<file path="config.mk">
export PLATFORM = sky130hd
export DESIGN_NAME = ram_arbiter
export DESIGN_NICKNAME = d
export VERILOG_FILES = /design/src/rtl/ram_arb_pkg.sv /design/src/rtl/arb_pick2.sv /design/src/rtl/ram_arbiter.sv
export SDC_FILE = /design/constraint.sdc
export NUM_CORES = 1
export LEC_CHECK = 0
export CORE_MARGIN = 4
export CORE_UTILIZATION = 30
export DETAILED_ROUTE_END_ITERATION = 7
export PLACE_DENSITY = 0.59
export SYNTH_ARGS = -nofsm -noshare
export SYNTH_HDL_FRONTEND = slang
export SYNTH_SLANG_ARGS = --single-unit
</file>
<file path="constraint.sdc">
create_clock -name Clk -period 3.6 [get_ports Clk]
set_input_delay 0.36 -clock Clk [delete_from_list [all_inputs] [get_ports Clk]]
set_output_delay 0.36 -clock Clk [all_outputs]
set_load 0.02 [all_outputs]
</file>
<file path="src/rtl/ram_arb_pkg.sv">
`default_nettype none
// ============================================================================
// Module   : ram_arb_pkg
// Brief    : Shared types and default widths for the two-port RAM arbiter.
// Revision : 1.0 - initial release
// ============================================================================
package ram_arb_pkg;

    // Default widths of the shared main memory
    localparam int unsigned ADDR_W_DEFAULT = 23;
    localparam int unsigned DATA_W_DEFAULT = 32;

    // Arbiter sequencing states
    typedef enum logic [1:0] {
        IDLE   = 2'd0,
        ACCESS = 2'd1,
        RESP   = 2'd2
    } arb_state_e;

    // Requester index: 0 = instruction fetch, 1 = load/store
    typedef logic req_idx_t;

endpackage : ram_arb_pkg
`default_nettype wire

</file>
<file path="src/rtl/arb_pick2.sv">
`default_nettype none
// ============================================================================
// Module   : arb_pick2
// Brief    : Combinational two-way request picker. A lone request always
//            wins; on a tie, round-robin mode picks the requester that was
//            not granted last, fixed mode always picks requester 1.
// Revision : 1.0 - initial release
// ============================================================================
module arb_pick2
    import ram_arb_pkg::*;
(
    input  logic [1:0] req_i,
    input  req_idx_t   last_i,
    input  logic       rr_mode_i,
    output req_idx_t   grant_o,
    output logic       valid_o
);

    // Resolve the request vector into a single winner
    always_comb begin
        valid_o = |req_i;
        grant_o = 1'b0;
        case (req_i)
            2'b01:   grant_o = 1'b0;
            2'b10:   grant_o = 1'b1;
            2'b11:   grant_o = rr_mode_i ? ~last_i : 1'b1;
            default: grant_o = 1'b0;
        endcase
    end

endmodule : arb_pick2
`default_nettype wire

</file>
<file path="src/rtl/ram_arbiter.sv">
`default_nettype none
// ============================================================================
// Module   : ram_arbiter
// Brief    : Serialises instruction-fetch (0) and load/store (1) accesses
//            onto a single-port memory via IDLE -> ACCESS -> RESP, returning
//            read data and a one-cycle Ack to the winner.
//            Optional macro RAM_ARB_RR_EN: round-robin tie-break with a
//            last-grant register. Without it, requester 1 wins every tie.
// Revision : 1.0 - initial release
// ============================================================================
module ram_arbiter
    import ram_arb_pkg::*;
#(
    parameter int unsigned ADDR_W = ADDR_W_DEFAULT,
    parameter int unsigned DATA_W = DATA_W_DEFAULT
) (
    input  logic              Clk,
    input  logic              Rst_n,
    input  logic              Req0,
    input  logic              Req1,
    input  logic              We0,
    input  logic              We1,
    input  logic [ADDR_W-1:0] Addr0,
    input  logic [ADDR_W-1:0] Addr1,
    input  logic [DATA_W-1:0] WData0,
    input  logic [DATA_W-1:0] WData1,
    output logic              Ack0,
    output logic              Ack1,
    output logic [DATA_W-1:0] RData0,
    output logic [DATA_W-1:0] RData1,
    output logic [ADDR_W-1:0] MemAddress,
    output logic [DATA_W-1:0] MemWriteData,
    output logic              MemWE,
    output logic              MemRE,
    input  logic [DATA_W-1:0] MemReadData
);

    arb_state_e        state_q,  state_d;
    req_idx_t          winner_q, winner_d;
    logic              we_q,     we_d;
    logic [ADDR_W-1:0] addr_q,   addr_d;
    logic [DATA_W-1:0] wdata_q,  wdata_d;
    logic [DATA_W-1:0] rdata0_q, rdata0_d;
    logic [DATA_W-1:0] rdata1_q, rdata1_d;

    req_idx_t          pick_grant;
    logic              pick_valid;
    req_idx_t          last_grant;
    logic              rr_mode;

    // Requests are only looked at in IDLE; later changes are ignored
    arb_pick2 u_pick (
        .req_i     ({Req1, Req0}),
        .last_i    (last_grant),
        .rr_mode_i (rr_mode),
        .grant_o   (pick_grant),
        .valid_o   (pick_valid)
    );

`ifdef RAM_ARB_RR_EN
    req_idx_t last_q, last_d;

    // Remember who was granted most recently; reset favours requester 0
    always_comb begin
        last_d = last_q;
        if (state_q == IDLE && pick_valid) begin
            last_d = pick_grant;
        end
    end

    // Last-grant register
    always_ff @(posedge Clk or negedge Rst_n) begin
        if (!Rst_n) begin
            last_q <= 1'b1;
        end else begin
            last_q <= last_d;
        end
    end

    assign last_grant = last_q;
    assign rr_mode    = 1'b1;
`else
    // Fixed priority: tie always resolves to requester 1
    assign last_grant = 1'b1;
    assign rr_mode    = 1'b0;
`endif

    // Next-state and datapath capture for the access sequencer
    always_comb begin
        state_d  = state_q;
        winner_d = winner_q;
        we_d     = we_q;
        addr_d   = addr_q;
        wdata_d  = wdata_q;
        rdata0_d = rdata0_q;
        rdata1_d = rdata1_q;
        case (state_q)
            IDLE: begin
                if (pick_valid) begin
                    winner_d = pick_grant;
                    we_d     = pick_grant ? We1    : We0;
                    addr_d   = pick_grant ? Addr1  : Addr0;
                    wdata_d  = pick_grant ? WData1 : WData0;
                    state_d  = ACCESS;
                end
            end
            ACCESS: begin
                // Read data is captured at the edge that leaves ACCESS
                if (!we_q) begin
                    if (winner_q) begin
                        rdata1_d = MemReadData;
                    end else begin
                        rdata0_d = MemReadData;
                    end
                end
                state_d = RESP;
            end
            RESP: begin
                state_d = IDLE;
            end
            default: begin
                state_d = IDLE;
            end
        endcase
    end

    // Sequencer and datapath registers
    always_ff @(posedge Clk or negedge Rst_n) begin
        if (!Rst_n) begin
            state_q  <= IDLE;
            winner_q <= 1'b0;
            we_q     <= 1'b0;
            addr_q   <= '0;
            wdata_q  <= '0;
            rdata0_q <= '0;
            rdata1_q <= '0;
        end else begin
            state_q  <= state_d;
            winner_q <= winner_d;
            we_q     <= we_d;
            addr_q   <= addr_d;
            wdata_q  <= wdata_d;
            rdata0_q <= rdata0_d;
            rdata1_q <= rdata1_d;
        end
    end

    // Outputs decode registered state only; reset clears enables at once
    assign MemAddress   = addr_q;
    assign MemWriteData = wdata_q;
    assign MemWE        = (state_q == ACCESS) &&  we_q;
    assign MemRE        = (state_q == ACCESS) && !we_q;
    assign Ack0         = (state_q == RESP)   && (winner_q == 1'b0);
    assign Ack1         = (state_q == RESP)   && (winner_q == 1'b1);
    assign RData0       = rdata0_q;
    assign RData1       = rdata1_q;

endmodule : ram_arbiter
`default_nettype wire

</file>
==> out/metrics.csv <==
metric;value;unit
First-pass DRT Iterations;3;
clock sink count;123;
routed wire length;14500;um
via count;3699;
post-place instance area;0.00819;mm^2
Slew Limit Fails;0;
Vias/cell;4.39;
switching power;2.77;mW
final hold viol count;0;
Crit Path Category;reg2out;
critical-path cell list;nand2b_4 > inv_1 > and2_1 > clkdlybuf4s50_1;
Reg area;0.00308;mm^2
crit path DAT;1.80;ns
Fmax;464;MHz
Sum Neg Setup Slack;0;ns
io pins;271;
first-pass GRT wire length;23000;um
RSZ-0062 raised after global routing;false;
syn_area_per_cell;16.1;um^2
CTS tree;done;
Iteration-0 DRC Markers;43;
sequential share of the synthesized area;58.0;%
share of layout cells above drive strength 1;35.0;%
most frequent cells in the layout;clkdlybuf4s50_1 (268), mux2_2 (174), dfrtp_1 (123);
status;finished clean;
vias in the first global route;4243;
Die Span X;141;um
global route overflow;0;
Multi-input gate area;0.00208;mm^2
Clock Latency Late Sink;0.41;ns
HPWL after DPL;10900;um
Pleak;3.58;nW
worst-margin pin slew;0.889;ns
CP endpoint kind;primary output;
Max Cap Viol;0;
ANT nets after route;0;
worst hold path class;in2async;
switching share of power;33.6;%
die area;0.0199;mm^2
Yosys reg bits;123;
most common cell after layout, fill and taps aside;clkdlybuf4s50_1;
postcts setup bufs;0;
I/O Buffers;270;
Max-slew headroom;40.8;%
Post-Synthesis Cells;329;
Final WS setup;1.44;ns
nets;753;
antenna violations before repair;0;
Layout area overhead;66.8;%
Flop pwr share;30.0;%
Startpoint Class;register;
Ant. Diodes;0;
Syn Std Cell Area;0.00530;mm^2
fillers;1508;
CP Data Required Time;3.24;ns
synth warn;0;
Total GRT Usage;14.8;%
pre-CTS setup slack;1.49;ns
Crit-path slowest cell;clkdlybuf4s50_1;
Clock H-tree levels;4;
Clock Tree Buf Depth;2;
CTS buffer count;17;
Setup Skew;0.00648;ns
count of final setup violators;0;
Gates resized, CTS repair;0;
Root Driver;clkbuf_16;
GP Congestion;0.803;
Core Area;0.0173;mm^2
Design Area, Final;0.00885;mm^2
pwr dens;931;mW/mm^2
Clock Pin Slew Worst Setup and Hold Paths;0.06;ns
Critical Path Max Stage Delay;0.62;ns
chip height;141;um
Tcrit/Tclk final;59.9;%
placed insts;811;
clock network power share;22.9;%
Final Non-Filler Cells;843;
drt drc;0;
drt wl/cell;17.2;um
peak supply drop;0.000447;V
syn nets;477;
crit-path max FO;4;
largest net degree at the start of global routing;70;
Final min period;2.16;ns
Yosys cell types;19;
Comb power frac;47.1;%
# hold bufs at CTS;0;
row count;48;
Overall Power;8.24;mW
initial core utilization;30.7;%
Int Power;5.47;mW
cell count of the worst reg-to-reg path;4;
[synthesized netlist by cell type, drive strengths merged]
cell      n  share of area (%)
mux2    176                 37
dfrtp   123                 58
buf      17                2.6
nor2      2               0.14
nor3b     2               0.50
a22o      1               0.17
and2      1               0.12
and3b     1               0.17
clkbuf    1              0.071
inv       1              0.071
nand2     1              0.071
nand2b    1               0.26
nor3      1               0.31
o21a      1               0.14
[sequential cells by signal, indices dropped and copies added (netlist names)]
signal	cells
MemAddress	23
MemWriteData	32
RData0	32
RData1	32
state_q	2
we_q	1
winner_q	1
[per-stage QoR]
step | hold WS (ns) | utilization [%]
6_report | 0.0612 | 51.2
5_1_grt | 0.140 | 51.2
4_1_cts | 0.0942 | 51.2
3_5_place_dp | 0.480 | 47.4
3_3_place_gp | 0.470 | 47.4
2_1_floorplan | 0.0644 | -
[cell families (layout without fill, tap and decap cells)]
| family | count (synthesis) | in the layout | synth area share [%] |
|---|---|---|---|
| flops | 123 | 123 | 58.0 |
| buf+inv | 19 | 308 | 2.74 |
| mux | 176 | 176 | 37.4 |
| compound gates | 2 | 2 | 0.307 |
| simple gates | 9 | 9 | 1.56 |
[power groups by stage]
stage	registers, mW	clock network, mW	logic (mW)
2_1_floorplan	3.32	0	1.23
3_3_place_gp	2.48	0	3.90
3_5_place_dp	2.51	0	3.94
4_1_cts	2.49	1.93	3.96
5_1_grt	2.58	2.00	4.11
6_report	2.47	1.88	3.88
[critical path, delay by kind of cell, from the launching register on]
family / cells / cell delay (ns)
simple gates: 2 / 0.30
flops: 1 / 0.40
buf+inv: 2 / 0.69
[path summary, 6_finish.rpt]
| kind | slack, ns | from | end |
|---|---|---|---|
| max | 1.44 | state_q[1] | MemWE |
| min | 0.06 | Rst_n | RData1[4] |
| max reg2reg | 1.64 | state_q[0] | MemWriteData[9] |
| min reg2reg | 0.49 | RData0[5] | RData0[5] |
| max in group asynchronous | 2.70 | Rst_n | MemWriteData[3] |
| min in group Clk | 0.47 | Req1 | winner_q |
[routing by layer]
metal  GRT usage [%]  wire length [um]
met5               0                 0
met4            6.07               361
met3            6.04              1290
met2            25.2              7250
met1            16.4              5610
[cell type report]
class                           instances  area share (%)
Clock buffer                           19            5.01
Clock inverter                         13            2.43
Inverter                                1          0.0424
Multi-Input combinational cell        187            23.5
Sequential cell                       123            34.8
Tap cell                              225            3.18
Timing Repair Buffer                  275            31.0
No activity file was read; power rests on OpenSTA's default activity.
